File: src/rtl/sdrxframe_if.sv
// ---------------------------------------------------------------------------
// sdrxframe_if
//   Bus bundle between an SDIO data-block receiver and its host logic.
//   The host (master) drives the arming/configuration and the pre-sampled
//   DAT pins with their strobe. The receiver (slave) returns the word stream
//   and the end-of-block status.
//
//   Configuration / sample side (master -> slave):
//     i_en       arm receiver
//     i_width    bus width: 00 = 1 lane, 01 = 4 lanes, 1x = 8 lanes
//     i_ddr      DDR mode (two samples per SD clock)
//     i_len      block length in bytes (LGLEN+1 bits)
//     i_stb      a new pin sample is valid this cycle
//     i_dat      sampled DAT[7:0]
//   Result side (slave -> master):
//     o_valid    one-cycle pulse, o_data holds a received word
//     o_data     received word, first bit received at bit 31
//     o_last     high with the final word's o_valid
//     o_done     one-cycle pulse, block finished
//     o_crcerr   with o_done: some used CRC remainder nonzero
//     o_enderr   with o_done: end bit not 1 on every active lane
//     o_timeout  with o_done: start-bit wait expired
//     o_busy     receiver is not idle
// ---------------------------------------------------------------------------
interface sdrxframe_if #(
  parameter int LGLEN = 9
);
  logic             i_en;
  logic [1:0]       i_width;
  logic             i_ddr;
  logic [LGLEN:0]   i_len;
  logic             i_stb;
  logic [7:0]       i_dat;

  logic             o_valid;
  logic [31:0]      o_data;
  logic             o_last;
  logic             o_done;
  logic             o_crcerr;
  logic             o_enderr;
  logic             o_timeout;
  logic             o_busy;

  modport master (
    output i_en, i_width, i_ddr, i_len, i_stb, i_dat,
    input  o_valid, o_data, o_last, o_done, o_crcerr, o_enderr, o_timeout, o_busy
  );

  modport slave (
    input  i_en, i_width, i_ddr, i_len, i_stb, i_dat,
    output o_valid, o_data, o_last, o_done, o_crcerr, o_enderr, o_timeout, o_busy
  );
endinterface

File: src/rtl/sdrxframe.sv
// ---------------------------------------------------------------------------
// sdrxframe
//   Host-side SDIO data-block receiver. Waits for the start bit on the active
//   DAT lanes, packs payload bits MSB-first into 32-bit words, then consumes
//   the per-lane CRC16 field and the end bit and reports block status.
//   Runs on the system clock; the front end supplies one i_stb per sample
//   (one per SD clock in SDR, two in DDR).
//
//   Parameters:
//     LGLEN      log2 of the largest block length in bytes (i_len is LGLEN+1 bits)
//     LGTIMEOUT  width of the start-bit timeout counter (i_clk cycles)
//
//   Ports:
//     i_clk      system clock
//     i_reset    synchronous, active-high reset
//     bus        sdrxframe_if.slave: i_en/i_width/i_ddr/i_len/i_stb/i_dat in,
//                o_valid/o_data/o_last/o_done/o_crcerr/o_enderr/o_timeout/o_busy out
//
//   Build option:
//     SDRXFRAME_CRC_EN  when defined, per-lane/per-bank CRC16 registers are
//                       built and checked. When undefined the CRC field is
//                       still counted and consumed with identical timing, but
//                       o_crcerr is always 0.
// ---------------------------------------------------------------------------
module sdrxframe #(
  parameter int LGLEN     = 9,
  parameter int LGTIMEOUT = 23
) (
  input  logic       i_clk,
  input  logic       i_reset,
  sdrxframe_if.slave bus
);

  localparam int LEN_W = LGLEN + 1;

  typedef enum logic [2:0] {
    S_IDLE       = 3'd0,
    S_WAIT_START = 3'd1,
    S_DATA       = 3'd2,
    S_CRC        = 3'd3,
    S_ENDBIT     = 3'd4
  } state_t;

  // Sequencer state and block configuration (latched when leaving IDLE)
  state_t               state_r;
  logic [1:0]           width_r;
  logic                 ddr_r;
  logic [LEN_W-1:0]     len_r;

  // Counters
  logic [LGTIMEOUT-1:0] tcnt_r;
  logic [4:0]           bit_cnt_r;
  logic [LEN_W-1:0]     byte_cnt_r;
  logic [5:0]           crc_cnt_r;

  // DDR phase and the "discard sample after start bit" flag
  logic                 phase_r;
  logic                 skip_r;

  logic [31:0]          word_r;

  // Registered outputs
  logic                 valid_r;
  logic [31:0]          data_r;
  logic                 last_r;
  logic                 done_r;
  logic                 crcerr_r;
  logic                 enderr_r;
  logic                 timeout_r;
  logic                 busy_r;

  // Combinational helpers
  logic [7:0]           lane_mask_s;
  logic [5:0]           nbits_s;
  logic [31:0]          word_s;
  logic [5:0]           bit_sum_s;
  logic                 word_done_s;
  logic [LEN_W-1:0]     byte_next_s;
  logic                 last_word_s;
  logic [5:0]           crc_cnt_next_s;
  logic                 crc_fin_s;
  logic [LGTIMEOUT-1:0] tcnt_next_s;
  logic                 tmo_s;
  logic                 start_s;
  logic                 end_ok_s;
  logic                 crc_bad_s;

  // Decode lane mask / bits-per-sample and build the next packed word
  always_comb begin
    lane_mask_s = 8'h01;
    nbits_s     = 6'd1;
    word_s      = {word_r[30:0], bus.i_dat[0]};
    case (width_r)
      2'b00: begin
        lane_mask_s = 8'h01;
        nbits_s     = 6'd1;
        word_s      = {word_r[30:0], bus.i_dat[0]};
      end
      2'b01: begin
        lane_mask_s = 8'h0F;
        nbits_s     = 6'd4;
        word_s      = {word_r[27:0], bus.i_dat[3:0]};
      end
      default: begin
        lane_mask_s = 8'hFF;
        nbits_s     = 6'd8;
        word_s      = {word_r[23:0], bus.i_dat[7:0]};
      end
    endcase
  end

  // Word, byte, CRC-field and timeout progress
  always_comb begin
    // bit_cnt_r only ever holds multiples of B, so the sum hits exactly 32
    bit_sum_s      = {1'b0, bit_cnt_r} + nbits_s;
    word_done_s    = bit_sum_s[5];
    byte_next_s    = byte_cnt_r + LEN_W'(4);
    last_word_s    = (byte_next_s == len_r);
    crc_cnt_next_s = crc_cnt_r + 6'd1;
    if (ddr_r) begin
      crc_fin_s = (crc_cnt_next_s == 6'd32);
    end else begin
      crc_fin_s = (crc_cnt_next_s == 6'd16);
    end
    tcnt_next_s    = tcnt_r + LGTIMEOUT'(1);
    tmo_s          = &tcnt_next_s;
    start_s        = ((bus.i_dat & lane_mask_s) == 8'h00);
    end_ok_s       = ((bus.i_dat & lane_mask_s) == lane_mask_s);
  end

`ifdef SDRXFRAME_CRC_EN
  // One CRC16 step, polynomial 0x1021, MSB first
  function automatic logic [15:0] crc16_step(input logic [15:0] crc, input logic din);
    logic fb;
    fb = crc[15] ^ din;
    crc16_step = {crc[14:0], 1'b0} ^ (fb ? 16'h1021 : 16'h0000);
  endfunction

  // Bank 0 takes SDR samples and DDR phase-0 samples; bank 1 takes DDR phase-1 samples
  logic [7:0][15:0] crc0_r;
  logic [7:0][15:0] crc1_r;
  logic             crc_clear_s;
  logic             crc_step_s;
  logic             bank_s;

  // Decide when the CRC banks clear or advance
  always_comb begin
    crc_clear_s = (state_r == S_IDLE) && bus.i_en;
    bank_s      = ddr_r & phase_r;
    if (bus.i_stb) begin
      crc_step_s = ((state_r == S_DATA) && !skip_r) || (state_r == S_CRC);
    end else begin
      crc_step_s = 1'b0;
    end
    // Inactive lanes are never stepped, so their registers stay 0
    crc_bad_s = (|crc0_r) | (|crc1_r);
  end

  // Per-lane CRC16 registers
  always_ff @(posedge i_clk) begin
    if (i_reset || crc_clear_s) begin
      crc0_r <= {8{16'h0000}};
      crc1_r <= {8{16'h0000}};
    end else if (crc_step_s) begin
      for (int l = 0; l < 8; l++) begin
        if (lane_mask_s[l]) begin
          if (bank_s) begin
            crc1_r[l] <= crc16_step(crc1_r[l], bus.i_dat[l]);
          end else begin
            crc0_r[l] <= crc16_step(crc0_r[l], bus.i_dat[l]);
          end
        end
      end
    end
  end
`else
  assign crc_bad_s = 1'b0;
`endif

  // Block sequencer: start detection, word packing, CRC/end-bit counting, status pulses
  always_ff @(posedge i_clk) begin
    if (i_reset) begin
      state_r    <= S_IDLE;
      width_r    <= 2'b00;
      ddr_r      <= 1'b0;
      len_r      <= {LEN_W{1'b0}};
      tcnt_r     <= {LGTIMEOUT{1'b0}};
      bit_cnt_r  <= 5'd0;
      byte_cnt_r <= {LEN_W{1'b0}};
      crc_cnt_r  <= 6'd0;
      phase_r    <= 1'b0;
      skip_r     <= 1'b0;
      word_r     <= 32'h0000_0000;
      valid_r    <= 1'b0;
      data_r     <= 32'h0000_0000;
      last_r     <= 1'b0;
      done_r     <= 1'b0;
      crcerr_r   <= 1'b0;
      enderr_r   <= 1'b0;
      timeout_r  <= 1'b0;
      busy_r     <= 1'b0;
    end else begin
      // Pulse outputs default low; o_data keeps the last word
      valid_r   <= 1'b0;
      last_r    <= 1'b0;
      done_r    <= 1'b0;
      crcerr_r  <= 1'b0;
      enderr_r  <= 1'b0;
      timeout_r <= 1'b0;

      if ((state_r != S_IDLE) && !bus.i_en) begin
        // Disarm aborts silently: no o_done, nothing more emitted
        state_r <= S_IDLE;
        busy_r  <= 1'b0;
      end else begin
        case (state_r)
          S_IDLE: begin
            if (bus.i_en) begin
              width_r    <= bus.i_width;
              ddr_r      <= bus.i_ddr;
              len_r      <= bus.i_len;
              tcnt_r     <= {LGTIMEOUT{1'b0}};
              bit_cnt_r  <= 5'd0;
              byte_cnt_r <= {LEN_W{1'b0}};
              crc_cnt_r  <= 6'd0;
              phase_r    <= 1'b0;
              skip_r     <= 1'b0;
              state_r    <= S_WAIT_START;
              busy_r     <= 1'b1;
            end else begin
              busy_r     <= 1'b0;
            end
          end

          S_WAIT_START: begin
            if (bus.i_stb && start_s) begin
              // In DDR the start bit spans a whole clock; drop its second half
              skip_r  <= ddr_r;
              state_r <= S_DATA;
            end else if (tmo_s) begin
              done_r    <= 1'b1;
              timeout_r <= 1'b1;
              state_r   <= S_IDLE;
              busy_r    <= 1'b0;
            end else begin
              tcnt_r    <= tcnt_next_s;
            end
          end

          S_DATA: begin
            if (bus.i_stb) begin
              if (skip_r) begin
                skip_r <= 1'b0;
              end else begin
                word_r    <= word_s;
                phase_r   <= ~phase_r;
                bit_cnt_r <= bit_sum_s[4:0];
                if (word_done_s) begin
                  valid_r    <= 1'b1;
                  data_r     <= word_s;
                  last_r     <= last_word_s;
                  byte_cnt_r <= byte_next_s;
                  if (last_word_s) begin
                    state_r <= S_CRC;
                  end else begin
                    state_r <= S_DATA;
                  end
                end
              end
            end
          end

          S_CRC: begin
            if (bus.i_stb) begin
              phase_r   <= ~phase_r;
              crc_cnt_r <= crc_cnt_next_s;
              if (crc_fin_s) begin
                state_r <= S_ENDBIT;
              end else begin
                state_r <= S_CRC;
              end
            end
          end

          S_ENDBIT: begin
            if (bus.i_stb) begin
              done_r   <= 1'b1;
              enderr_r <= ~end_ok_s;
              crcerr_r <= crc_bad_s;
              state_r  <= S_IDLE;
              busy_r   <= 1'b0;
            end
          end

          default: begin
            state_r <= S_IDLE;
            busy_r  <= 1'b0;
          end
        endcase
      end
    end
  end

  assign bus.o_valid   = valid_r;
  assign bus.o_data    = data_r;
  assign bus.o_last    = last_r;
  assign bus.o_done    = done_r;
  assign bus.o_crcerr  = crcerr_r;
  assign bus.o_enderr  = enderr_r;
  assign bus.o_timeout = timeout_r;
  assign bus.o_busy    = busy_r;

endmodule
File: src/flat_wrapper.sv
// flat-port wrapper written by rule: the top's interface ports become plain ports
module sdrxframe_flat 
#(
  parameter int LGLEN     = 9,
  parameter int LGTIMEOUT = 23
)
  (i_clk, i_reset, bus_i_en, bus_i_width, bus_i_ddr, bus_i_len, bus_i_stb, bus_i_dat, bus_o_valid, bus_o_data, bus_o_last, bus_o_done, bus_o_crcerr, bus_o_enderr, bus_o_timeout, bus_o_busy);
  sdrxframe_if #(.LGLEN(LGLEN)) bus_i ();
  input  logic i_clk;
  input  logic i_reset;
  input wire logic [$bits(bus_i.i_en)-1:0] bus_i_en;
  input wire logic [$bits(bus_i.i_width)-1:0] bus_i_width;
  input wire logic [$bits(bus_i.i_ddr)-1:0] bus_i_ddr;
  input wire logic [$bits(bus_i.i_len)-1:0] bus_i_len;
  input wire logic [$bits(bus_i.i_stb)-1:0] bus_i_stb;
  input wire logic [$bits(bus_i.i_dat)-1:0] bus_i_dat;
  output wire logic [$bits(bus_i.o_valid)-1:0] bus_o_valid;
  output wire logic [$bits(bus_i.o_data)-1:0] bus_o_data;
  output wire logic [$bits(bus_i.o_last)-1:0] bus_o_last;
  output wire logic [$bits(bus_i.o_done)-1:0] bus_o_done;
  output wire logic [$bits(bus_i.o_crcerr)-1:0] bus_o_crcerr;
  output wire logic [$bits(bus_i.o_enderr)-1:0] bus_o_enderr;
  output wire logic [$bits(bus_i.o_timeout)-1:0] bus_o_timeout;
  output wire logic [$bits(bus_i.o_busy)-1:0] bus_o_busy;
  assign bus_i.i_en = bus_i_en;
  assign bus_i.i_width = bus_i_width;
  assign bus_i.i_ddr = bus_i_ddr;
  assign bus_i.i_len = bus_i_len;
  assign bus_i.i_stb = bus_i_stb;
  assign bus_i.i_dat = bus_i_dat;
  assign bus_o_valid = bus_i.o_valid;
  assign bus_o_data = bus_i.o_data;
  assign bus_o_last = bus_i.o_last;
  assign bus_o_done = bus_i.o_done;
  assign bus_o_crcerr = bus_i.o_crcerr;
  assign bus_o_enderr = bus_i.o_enderr;
  assign bus_o_timeout = bus_i.o_timeout;
  assign bus_o_busy = bus_i.o_busy;
  sdrxframe #(.LGLEN(LGLEN), .LGTIMEOUT(LGTIMEOUT)) u_core (.i_clk(i_clk), .i_reset(i_reset), .bus(bus_i));
endmodule
File: config.mk
export PLATFORM = sky130hd
export DESIGN_NAME = sdrxframe_flat
export DESIGN_NICKNAME = d
export VERILOG_FILES = /design/src/rtl/sdrxframe_if.sv /design/src/rtl/sdrxframe.sv /design/src/flat_wrapper.sv
export SDC_FILE = /design/constraint.sdc
export NUM_CORES = 1
export LEC_CHECK = 0
export BUFFER_PORTS_ARGS = -buffer_cell sky130_fd_sc_hd__buf_2
export CAP_MARGIN = 20
export CORE_AREA = 2 2 131 133
export DETAILED_ROUTE_END_ITERATION = 16
export DIE_AREA = 0 0 133 135
export GPL_TIMING_DRIVEN = 0
export PLACE_DENSITY = 0.6
export SYNTH_ARGS = -nofsm -noshare
export SYNTH_HDL_FRONTEND = slang
export SYNTH_SLANG_ARGS = --single-unit
File: constraint.sdc
create_clock -name i_clk -period 5.5 [get_ports i_clk]
set_clock_uncertainty 0.05 [all_clocks]
set_input_delay 0.825 -clock i_clk [delete_from_list [all_inputs] [get_ports i_clk]]
set_output_delay 0.825 -clock i_clk [all_outputs]
set_load 0.1 [all_outputs]
* Word level (Yosys, flattened, before mapping)
Cells that the tools add are included.
** Word-level totals
- Register bits after elaboration :: 130
- Latch bits :: 0
- Memory bits (writable) :: 0
- ROM bits :: 0
- Output and inout port bits :: 39
- Word-level logic and storage cells :: 123
- Memories kept :: 0
** Cells by class
- $add $sub $neg :: 4
- $mul :: 0
- Div/mod/pow operators :: 0
- Order comparisons :: 0
- Equality and inequality tests :: 20
- Shifts and indexed selects :: 0
- Mux-type cells :: 44
- Bitwise gates (word level) :: 10
- Reductions and logical operators :: 28
** Operator list (count)
- 23-bit 2-to-1 mux :: 3
- 32-bit case mux with 2 select lines :: 1
- 23-bit case mux with 2 select lines :: 1
- 10-bit 2-to-1 mux :: 4
- 3-bit 2-to-1 mux :: 9
- 23-bit by 1-bit adder with 23-bit output, second input constant :: 1
- 23-bit AND reduction :: 1
- 10-bit case mux with 2 select lines :: 1
- 5-bit AND reduction :: 4
- 8-bit case mux with 2 select lines :: 1
- 5-bit 2-to-1 mux :: 3
- 3-bit case mux with 5 select lines :: 1
- 2-bit inequality test, second input constant :: 7
- 1-bit 2-to-1 mux :: 12
- 6-bit 2-to-1 mux :: 2
- 6-bit case mux with 2 select lines :: 1
- 4-bit AND reduction :: 3
- 10-bit by 3-bit adder with 10-bit output, second input constant :: 1
- 10-bit == test :: 1
- 5-bit case mux with 2 select lines :: 1
- 1-bit inverter :: 9
- 8-bit AND :: 1
- 8-bit == test :: 1
- 8-bit zero test :: 1
- other kinds (28) :: 36

* Depth between registers and ports, before layout
Gate-level depths: netlist of run 1.
- Depth in word-level cells :: 7
- Depth in mapped cells :: 14
- Mapped depth without buffers :: 10

* Worst setup path before layout of run 1
Ideal clock, no wire load.
- Path type :: reg-to-reg
- Start :: register u_core.width_r[1]
- End :: register u_core.byte_cnt_r[2]
- Library setup time :: 0.128 ns
- Data arrival time :: 2.848 ns
- Data required time :: 5.322 ns
- Path slack :: 2.475 ns
- Stages on the path, launching flop included :: 15
- Path buffers :: 5
- Period minus slack after synthesis :: 3.025 ns
- Path through :: dfxtp_1 -> clkbuf_1 -> clkbuf_1 -> clkbuf_1 -> nor2b_1 -> ha_1 -> a31oi_1 -> nor2b_1 -> o21ai_0 -> or3_1 -> clkbuf_1 -> clkbuf_1 -> nor2_1 -> a21oi_1 -> nor2_1
** On the way
- Longest elaborated chain between the ends :: 5
- Elaborated cells between the ends (all ways) :: 6
- Those cells by class :: add/sub: 1; eq/ne: 2; mux: 1; reduce/logical: 2
** RTL lines
- start: declaration :: line sdrxframe.sv:46 : logic [1:0] width_r;
- start signal: assignment :: line sdrxframe.sv:219 : width_r <= bus.i_width;
- 2-bit by 1-bit == test with 1-bit output or 2-bit zero test (tied branches) :: line sdrxframe.sv:93 : case (width_r)
- 4-bit case mux with 2 select lines (*) :: line sdrxframe.sv:93
- 5-bit by 4-bit adder with 6-bit output (*) :: line sdrxframe.sv:115 : bit_sum_s = {1'b0, bit_cnt_r} + nbits_s;
- 2-bit by 1-bit inequality test with 1-bit output (no source line) (*)
- 6-bit AND reduction (no source line) (*)
- end signal: assignment :: line sdrxframe.sv:189 : byte_cnt_r <= {LEN_W{1'b0}};
- end signal: assignment :: line sdrxframe.sv:224 : byte_cnt_r <= {LEN_W{1'b0}};
- end signal: assignment :: line sdrxframe.sv:262 : byte_cnt_r <= byte_next_s;
- end: declaration :: line sdrxframe.sv:53 : logic [LEN_W-1:0] byte_cnt_r;
Mark *: on every way between the ends. The rest lies on a longest branch, timed or not.
A chain may end at the register's enable or synchronous reset.

* Final worst setup path of run 1
- Start :: register u_core.width_r[1]
- End :: register u_core.data_r[30], in the netlist u_core.bus.o_data[30]
** On the way
- Longest elaborated chain between the ends :: 4
- Elaborated cells between the ends (all ways) :: 6
- Those cells by class :: add/sub: 1; eq/ne: 1; mux: 2; reduce/logical: 2
** RTL lines
- 2-bit by 1-bit == test with 1-bit output or 2-bit zero test (tied branches) :: line sdrxframe.sv:93
- 4-bit case mux with 2 select lines :: line sdrxframe.sv:93
- 5-bit by 4-bit adder with 6-bit output :: line sdrxframe.sv:115
- 5-bit AND reduction (no source line)
- end signal: assignment :: line sdrxframe.sv:260 : data_r <= word_s;
- end: declaration :: line sdrxframe.sv:64 : logic [31:0] data_r;
Parallel ways exist; a longest one is shown, timed or not.

==> results of run 1 <==
-- through the flow --
stage,cell area [µm²],setup WS [ps],total power [mW],cells
final,7710,1530,2.37,1179
after global routing,7710,1090,2.47,1179
after CTS,7710,1510,2.39,1179
after detailed placement,7130,1530,1.29,1147
after global placement,7130,1540,1.29,1147
after floorplan,6550,2470,1.20,865
-- layout by cell type, fill, tap and decap left out, types with 8 or more instances in the layout --
cell / n
o31ai_1: 12
xnor2_1: 9
nor2_1: 57
clkbuf_16: 17
nand3b_1: 8
inv_1: 11
nand2b_1: 9
mux2i_1: 33
and3_1: 9
o21ai_0: 60
dfxtp_1: 128
buf_2: 69
o211ai_1: 15
ha_1: 8
nand3_1: 20
nor2b_1: 13
a31oi_1: 12
nand4_1: 8
clkbuf_1: 45
a21oi_1: 104
nand2_1: 190
nor3_1: 18
-- path summary, 6_finish.rpt --
kind / slack, ps / from / end / cells after the start
min reg2reg: 400 / u_core.bus.o_data[12] / u_core.bus.o_data[12] / 2
max reg2reg: 1530 / u_core.width_r[1] / u_core.bus.o_data[30] / 13
max: 1530 / u_core.width_r[1] / u_core.bus.o_data[30] / 13
min: 400 / u_core.bus.o_data[12] / u_core.bus.o_data[12] / 2
-- flip-flops by register name (all words and copies together), names as in the netlist --
signal                cells
u_core.bus.o_data        32
u_core.word_r            31
u_core.tcnt_r            23
u_core.len_r             10
u_core.byte_cnt_r         8
u_core.crc_cnt_r          6
u_core.bit_cnt_r          5
u_core.state_r            3
u_core.width_r            2
u_core.bus.o_busy         1
u_core.bus.o_done         1
u_core.bus.o_enderr       1
u_core.bus.o_last         1
u_core.bus.o_timeout      1
u_core.bus.o_valid        1
u_core.ddr_r              1
u_core.skip_r             1
-- layer usage --
layer,vias up,routed length [µm],part of all wire
li1,3205,-,-
met1,2983,9020,0.49
met2,164,8240,0.44
met3,22,1000,0.054
met4,0,332,0.018
met5,-,0,0
-- power groups by stage --
| stage | Sequential (mW) | Combinational (mW) | Clock (mW) |
|---|---|---|---|
| 2_1_floorplan | 0.986 | 0.214 | 0 |
| 3_3_place_gp | 0.980 | 0.311 | 0 |
| 3_5_place_dp | 0.980 | 0.313 | 0 |
| 4_1_cts | 0.960 | 0.314 | 1.11 |
| 5_1_grt | 0.962 | 0.350 | 1.16 |
| 6_report | 0.960 | 0.318 | 1.09 |
-- layout make-up --
class	count	area (µm²)	share of cell area
Multi-Input combinational cell	664	3690	0.479
Timing Repair Buffer	62	310	0.0403
Inverter	11	41.3	0.00536
Clock buffer	18	439	0.0570
Sequential cell	128	2560	0.333
Buffer	62	255	0.0331
Clock inverter	14	134	0.0174
Tap cell	220	275	0.0357
-- cells by family after synthesis --
| kind of cell | after synthesis |
|---|---|
| multiplexers | 34 |
| buffers and inverters | 73 |
| other | 1 |
| AO/OA/AOI/OAI | 237 |
| AND/OR/NAND/NOR | 372 |
| XOR/XNOR | 12 |
| flip-flops | 128 |
| adder cells (fa/ha/maj) | 8 |
-- tightest hold or removal path, delay by kind of cell, from the launching register on --
kind,cells,cell delay [ps]
flops,1,310
simple gates,1,50
compound gates,1,50
==> flow_summary.toml, run 1 <==
[status]
run_status = "complete, no violations"

[grt]
grt_use_met3 = 0.0492
grt_pass1_vias = 5914
busiest_layer = "met2"
grtUsageMet2 = 0.331
antenna_found_initial = 0
track_usage = 0.210
grt_pass1_wl_mm = 30.4
grt_overflow_total = 0
use_met1 = 0.285
grt_max_degree = 17

[timing]
max_freq_mhz = 252
hold_slack_ps = 402
rsz0062_at_grt = "false"
maxSlewHeadroom = 0.447
hold_viol = 0
fin_tns_setup_ps = 0
period_share = 0.721
tightestPinTransition_ps = 822
min_period_ps = 3970
drv_slew = 0
final-setup-viol-count = 0

[clock_tree]
cts.path.max_buffers = 2
cts-buffers-inserted = 17
cts_tree = "built"
cts_root_buf = "clkbuf_16"
clk_pin_slew_ps = 60
cts.repair.resized = 0
cts_setup_buffers = 0
cts_num_sinks = 128
ctsHoldBuffers = 0
ctsHtreeMaxLevel = 4
clk_latency_ps = 420

[job]
max-cap-violations = 0

[worst_setup_path]
path_max_fanout = 10
critical_path.cell_chain = "clkbuf_1 -> clkbuf_1 -> clkbuf_1 -> nor2b_1 -> ha_1 -> a31oi_1 -> nor2b_1 -> o21ai_0 -> or3_1 -> clkbuf_1 -> clkbuf_1 -> nand2_1 -> a21oi_1"
cp_top_family = "buffers and inverters"
critical_path.endpoint_type = "flip-flop"
slowest_stage = "clkbuf_1"
required_ps = 5790
path_buf_inv = 5
startpoint_type = "flip-flop"
critPathMaxStageDelay_ps = 500
cpMostUsedCell = "clkbuf_1"
worst-endpoint-arrival_ps = 4250
path_class = "flip-flop to flip-flop"

[synth]
synthTopCellsByArea = "dfxtp_1 (39%), nand2_1 (11%), a21oi_1 (7.9%)"
seq_area_frac_synth = 0.391
syn_area_per_cell_um2 = 7.57
yosys.area_share.xor_xnor = 0.0161
synthAdderAreaFrac = 0.0153
syn_area_mm2 = 0.00655
yosysTopAreaCell = "dfxtp_1"
synth_edf_count = 0
synth_async_sr_flop_share = 0
synth_compound_area_frac = 0.214
yosys.area_share.simple = 0.265
synth_common_cells = "nand2_1 (190), dfxtp_1 (128), a21oi_1 (104)"
synth_fp_nets = 898
synth_top_area_frac = 0.391
yosysWarnings = 0
yosysMostFrequentCell = "nand2_1"
synth_top_family_by_area = "simple AND/OR/NAND/NOR gates"
ys_ff_latch = 128
synth_cell_types = 63
synthFlopType = "dfxtp_1"
synthCells = 865
synth_mux_area_frac = 0.0522

[placement]
dp.final_hpwl_mm = 13.2
place_congestion = 0.883
io_buffer_count = 62

[pwr]
p_per_area_mw_per_mm2 = 308
p_int_mw = 1.68
p_sw_frac = 0.292
p_comb_frac = 0.134
p_seq_frac = 0.405
leakage_nw = 2.68
ir_worst_vdd_mv = 0.269
power.switching_mw = 0.692
clock_power_share = 0.461

[floorplan]
die_x_um = 133
die_y_um = 135
die_area_mm2 = 0.0180
num_io_pins = 64
start_util = 0.399
rows = 47
core_mm2 = 0.0164

[drt]
ant_nets = 0
vias = 6374
wl_mm = 18.6
drtIter0Drc = 458
wl_per_cell_um = 15.8
via_per_inst = 5.41
drcViolationCount = 0
firstDrtPassIters = 4

[hold_path]
min_path_type = "flip-flop to flip-flop"

[final_layout]
final_util = 0.470
fin_nets = 979
area_delta_synth_final_pct = 17.7
drive_gt1_frac = 0.123
n_antenna_cell = 0
fillCellCount = 1694
Power figures use the tool's default switching activity.
==> run 2: changes to the inputs <==
--- a/config.mk
+++ b/config.mk
@@ -5,13 +5,14 @@
 export SDC_FILE = /design/constraint.sdc
 export NUM_CORES = 1
 export LEC_CHECK = 0
+export ABC_AREA = 1
 export BUFFER_PORTS_ARGS = -buffer_cell sky130_fd_sc_hd__buf_2
 export CAP_MARGIN = 20
-export CORE_AREA = 2 2 131 133
+export CORE_AREA = 2 2 136 138
 export DETAILED_ROUTE_END_ITERATION = 16
-export DIE_AREA = 0 0 133 135
+export DIE_AREA = 0 0 138 140
 export GPL_TIMING_DRIVEN = 0
-export PLACE_DENSITY = 0.6
+export PLACE_DENSITY = 0.62
 export SYNTH_ARGS = -nofsm -noshare
 export SYNTH_HDL_FRONTEND = slang
 export SYNTH_SLANG_ARGS = --single-unit
==> constraint.sdc (replaced) <==
create_clock -name i_clk -period 3.4 [get_ports i_clk]
set_clock_uncertainty 0.05 [all_clocks]
set_input_delay 0.51 -clock i_clk [delete_from_list [all_inputs] [get_ports i_clk]]
set_output_delay 0.51 -clock i_clk [all_outputs]
set_load 0.1 [all_outputs]
==> run 2 against run 1 <==
Sequential cell count unchanged. Largest cell class unchanged. Hold slack worse by 120 ps. Synthesized area up 7.2%. Highest routed layer unchanged. Fmax up 27%.
==> flow_summary.toml, run 2 <==
[timing]
maxSlewHeadroom = 0.443
tightestPinTransition_ps = 828
max_freq_mhz = 320
final-setup-viol-count = 0
fin_tns_setup_ps = 0
drv_slew = 0
period_share = 0.919
rsz0062_at_grt = "false"
hold_viol = 0
min_period_ps = 3120

[synth]
yosys.area_share.simple = 0.363
yosysMostFrequentCell = "nand2_1"
synth_compound_area_frac = 0.140
synthCells = 1056
synth_fp_nets = 1089
synthTopCellsByArea = "dfxtp_1 (37%), nand2_1 (14%), nand3_1 (6.4%)"
synth_mux_area_frac = 0
yosys.area_share.xor_xnor = 0.0125
synthFlopType = "dfxtp_1"
yosysWarnings = 0
synth_edf_count = 0
synthAdderAreaFrac = 0.0143
synth_common_cells = "nand2_1 (268), dfxtp_1 (128), inv_1 (105)"
syn_area_per_cell_um2 = 6.64
seq_area_frac_synth = 0.365
syn_area_mm2 = 0.00702
yosysTopAreaCell = "dfxtp_1"
synth_async_sr_flop_share = 0
ys_ff_latch = 128
synth_top_area_frac = 0.365
synth_top_family_by_area = "simple AND/OR/NAND/NOR gates"
synth_cell_types = 45

[final_layout]
n_antenna_cell = 0
drive_gt1_frac = 0.157
area_delta_synth_final_pct = 17.0
final_area_mm2 = 0.00821
fin_nets = 1169
final_cell_mix = "nand2_1 (268), dfxtp_1 (128), inv_1 (105)"
largest_register_ffs = 32
final_common_cell = "nand2_1"

[worst_setup_path]
path_buf_inv = 5
required_ps = 3650
path_class = "flip-flop to flip-flop"
worst-endpoint-arrival_ps = 3380
cp_top_family = "simple AND/OR/NAND/NOR gates"
path_max_fanout = 10
critical_path.endpoint_type = "flip-flop"
critical_path.cell_chain = "clkbuf_1 -> nor2_1 -> clkbuf_2 -> ha_1 -> nand2_1 -> o21ai_0 -> inv_1 -> nor2_1 -> o21ai_0 -> nand2_1 -> nand2_4 -> nor2_4 -> inv_1 -> buf_2 -> nand3_1 -> o21ai_1"
critPathMaxStageDelay_ps = 440
startpoint_type = "flip-flop"
slowest_stage = "nor2_1"

[clock_tree]
ctsHoldBuffers = 0
cts.path.max_buffers = 2
clk_pin_slew_ps = 60
cts_setup_buffers = 0
clk_latency_ps = 430
cts_tree = "built"
cts_root_buf = "clkbuf_16"
cts_num_sinks = 128
cts-buffers-inserted = 17
ctsHtreeMaxLevel = 4
cts.repair.resized = 0

[placement]
place_congestion = 0.880
io_buffer_count = 61
dp.final_hpwl_mm = 14.7
postPlaceCellArea_mm2 = 0.00761

[drt]
firstDrtPassIters = 5
vias = 7118
ant_nets = 0
drtIter0Drc = 424
drcViolationCount = 0
wl_mm = 19.9
via_per_inst = 5.17
wl_per_cell_um = 14.5

[grt]
grt_pass1_vias = 6620
grt_overflow_total = 0
track_usage = 0.207
grt_pass1_wl_mm = 32.8
grt_max_degree = 17
antenna_found_initial = 0

[floorplan]
num_io_pins = 64
die_y_um = 140
start_util = 0.395
die_area_mm2 = 0.0193
die_x_um = 138
rows = 49
core_mm2 = 0.0178

[job]
max-cap-violations = 0

[status]
run_status = "complete, no violations"

[pwr]
leakage_nw = 3.55
ir_worst_vdd_mv = 0.405
p_per_area_mw_per_mm2 = 505
totalPowerFinal_mw = 4.15

[hold_path]
min_path_type = "input port to flip-flop"
==> run 2: cell types whose count changed in the layout (fill, tap and decap cells not counted), sizes merged, moves of 12 or more <==
cell    delta
a21oi     -29
a31oi     -12
inv      +118
mux2i     -33
nand2    +104
nand3     +75
nand4     +28
nor2      +50
nor2b     -13
o211ai    -12
o21ai     +16
==> run 2: worst register-to-register path: stages (launching register included) <==
cell and delay, ps:
dfxtp_1 290, clkbuf_1 180, nor2_1 440, clkbuf_2 380, ha_1 210, nand2_1 50, o21ai_0 200, inv_1 60
nor2_1 110, o21ai_0 90, nand2_1 160, nand2_4 130, nor2_4 160, inv_1 110, buf_2 210, nand3_1 90
o21ai_1 60
==> run 2: kinds of logic (layout without fill, tap and decap cells) <==
logic type               count (synthesis)  in the layout
AO/OA/AOI/OAI                          178            178
XOR/XNOR                                10             10
adder cells (fa/ha/maj)                  8              8
buffers and inverters                  178            271
flip-flops                             128            128
other                                    1              1
AND/OR/NAND/NOR                        553            553
==> run 2: worst paths after layout <==
check        cells after the start               endpoint             startpoint  slack [ps]
max                             16  u_core.bus.o_data[28]      u_core.width_r[1]         280
min                              3   u_core.bus.o_data[0]           bus_i_dat[0]         280
max reg2reg                     16  u_core.bus.o_data[28]      u_core.width_r[1]         280
min reg2reg                      2  u_core.bus.o_data[13]  u_core.bus.o_data[13]         420
==> run 2: area by class of cell <==
type / count / area, µm²
Tap cell: 229 / 287
Inverter: 130 / 488
Fill cell: 1887 / 9570
Sequential cell: 128 / 2560
Clock buffer: 19 / 443
Clock inverter: 13 / 150
Buffer: 48 / 251
Timing Repair Buffer: 61 / 305
Multi-Input combinational cell: 750 / 3720
==> run 2: per-stage QoR <==
stage | setup slack (ps) | hold slack (ps) | util | instances
final | 275 | 279 | 0.462 | 1378
after global routing | 12.8 | 296 | 0.462 | 1378
after CTS | 19.6 | 267 | 0.461 | 1378
after detailed placement | 10.4 | 411 | 0.428 | 1346
after global placement | 51.6 | 401 | 0.428 | 1346
after floorplan | 825 | 391 | - | 1056
==> run 2: where the power goes <==
part	internal [mW]	switching, mW
clock network	1.11	0.731
registers	1.57	0.0585
logic	0.192	0.488
==> run 2: layer usage <==
layer / global-route usage / up-vias / wire, µm
met3: 0.0448 / 41 / 1110
met1: 0.265 / 3261 / 9150
met2: 0.348 / 205 / 9220
met5: 0 / - / 0
li1: - / 3611 / -
met4: 0.0687 / 0 / 469
==> run 3: changes to the inputs <==
--- a/config.mk
+++ b/config.mk
@@ -12,7 +12,7 @@
 export DETAILED_ROUTE_END_ITERATION = 16
 export DIE_AREA = 0 0 138 140
 export GPL_TIMING_DRIVEN = 0
-export PLACE_DENSITY = 0.62
+export PLACE_DENSITY = 0.68
 export SYNTH_ARGS = -nofsm -noshare
 export SYNTH_HDL_FRONTEND = slang
 export SYNTH_SLANG_ARGS = --single-unit
==> constraint.sdc (replaced) <==
create_clock -name i_clk -period 2.7 [get_ports i_clk]
set_clock_uncertainty 0.05 [all_clocks]
set_input_delay 0.405 -clock i_clk [delete_from_list [all_inputs] [get_ports i_clk]]
set_output_delay 0.405 -clock i_clk [all_outputs]
set_load 0.1 [all_outputs]
==> run 3 against run 2 <==
Clock power up 34%. Utilization increased by 0.61 points. Die area stayed put. Worst setup slack got worse by 110 ps. Sequential cell count did not move. Fmax up 24%. Sequential share of layout area down 0.36 points. Largest power group unchanged.
==> flow_summary.toml, run 3 (synthesized netlist as in run 2, its figures left out) <==
[drt]
wl_per_cell_um = 14.1
ant_nets = 0
drtIter0Drc = 568
via_per_inst = 5.14
wl_mm = 19.4
wl_met3_mm = 1.17
vias = 7090
top_layer = "met4"
drcViolationCount = 0
wl_met1_mm = 8.85
dr_wl_met2_mm = 9.02
firstDrtPassIters = 6

[timing]
hold_viol = 0
maxSlewHeadroom = 0.473
final-setup-viol-count = 0
period_share = 0.937
tightestPinTransition_ps = 785
hold_slack_ps = 183
drv_slew = 0
fin_tns_setup_ps = 0
max_freq_mhz = 395
min_period_ps = 2530

[worst_setup_path]
rr_worst_depth = 15
startpoint_type = "flip-flop"
reg2reg_from = "u_core.width_r[0]"
critical_path.endpoint_type = "flip-flop"
worst-endpoint-arrival_ps = 2830
path_class = "flip-flop to flip-flop"
r2r-end = "u_core.bus.o_data[11]"
required_ps = 3000
r2r_slack_ps = 170
path_max_fanout = 10

[floorplan]
rows = 49
start_util = 0.395
num_io_pins = 64
die_x_um = 138
die_y_um = 140
die_area_mm2 = 0.0193
core_mm2 = 0.0178

[placement]
postPlaceCellArea_mm2 = 0.00761
io_buffer_count = 61
dp_cells = 1346
place_congestion = 0.892
dp.final_hpwl_mm = 14.4

[grt]
antenna_found_initial = 0
grt_pass1_vias = 6535
track_usage = 0.201
grt_overflow_total = 0
grt_pass1_wl_mm = 32.0
grt_max_degree = 17

[job]
max-cap-violations = 0

[pwr]
ir_worst_vdd_mv = 0.434
p_per_area_mw_per_mm2 = 647
leakage_nw = 3.59

[clock_tree]
cts_tree = "built"
cts_root_buf = "clkbuf_16"
ctsHtreeMaxLevel = 4
ctsHoldBuffers = 0
cts_num_sinks = 128
clk_pin_slew_ps = 60
cts-buffers-inserted = 17
cts.path.max_buffers = 2
clk_latency_ps = 420

[final_layout]
final_common_cell = "nand2_1"
drive_gt1_frac = 0.161
largest_register_ffs = 32
final_area_mm2 = 0.00832
fin_nets = 1171
area_delta_synth_final_pct = 18.5
final_cell_mix = "nand2_1 (268), dfxtp_1 (127), inv_1 (105)"
layout.cells.non_filler = 1380
n_antenna_cell = 0

[hold_path]
min_path_type = "input port to flip-flop"
hold_end = "u_core.byte_cnt_r[2]"
hold_depth = 2
holdCritStartpoint = "i_reset"

[status]
run_status = "complete, no violations"
## run 3: timing repair
action | in CTS | in global routing
gates cloned | 0 | 0
resized for setup | 11 | 9
endpoints found under the setup margin | 45 | 66
setup buffers | 0 | 3
pin swaps | 0 | 3
## run 3: report_power, final
part	total [mW]	switching, mW	internal, mW
clock network	2.46	0.883	1.58
logic	0.867	0.605	0.261
registers	2.05	0.0800	1.97
total	5.38	1.57	3.81
## run 3: how the worst max path moves through the flow
| stage | end | start | cells after the start | slack (ps) |
|---|---|---|---|---|
| detailed placement | u_core.bus.o_data[11] | u_core.width_r[1] | 16 | -700 |
| finish | u_core.bus.o_data[11] | u_core.width_r[0] | 15 | 170 |
| CTS | u_core.bus.o_data[11] | u_core.width_r[1] | 15 | 7 |
| floorplan | u_core.bus.o_data[7] | u_core.width_r[1] | 16 | 120 |
| global placement | u_core.bus.o_data[15] | u_core.width_r[1] | 16 | -670 |
| global route | u_core.bus.o_data[16] | u_core.width_r[0] | 17 | -6 |
## run 3: per-stage QoR
stage	power (mW)	util	setup slack, ps
after floorplan	2.69	-	125
after global placement	2.91	0.428	-671
after detailed placement	2.92	0.428	-696
after CTS	5.40	0.465	6.59
after global routing	5.61	0.468	-5.50
final	5.38	0.468	170
## run 3: metal layers
| layer | track usage | up-vias |
|---|---|---|
| met2 | 0.334 | 206 |
| met4 | 0.0709 | 0 |
| li1 | - | 3618 |
| met3 | 0.0390 | 38 |
| met5 | 0 | - |
| met1 | 0.263 | 3228 |
## run 3: final cells by class
| type | count | area (µm²) |
|---|---|---|
| buffer | 47 | 270 |
| clock buffer | 21 | 450 |
| clock inverter | 11 | 179 |
| fill | 1857 | 9460 |
| inverter | 130 | 488 |
| multi-input combinational | 750 | 3750 |
| sequential | 128 | 2570 |
| tap | 229 | 287 |
| timing repair buffer | 64 | 328 |
## run 3: critical path: stages (launching register included)
cell	delay, ps
dfxtp_1	330
inv_1	120
nor2_4	60
clkbuf_8	170
ha_1	310
nand2_1	70
o21ai_2	130
inv_1	50
nor2_1	120
o21ai_0	90
nand2_1	140
nand2_4	120
nor2_4	200
nand2_2	100
clkbuf_2	220
o21ai_1	170
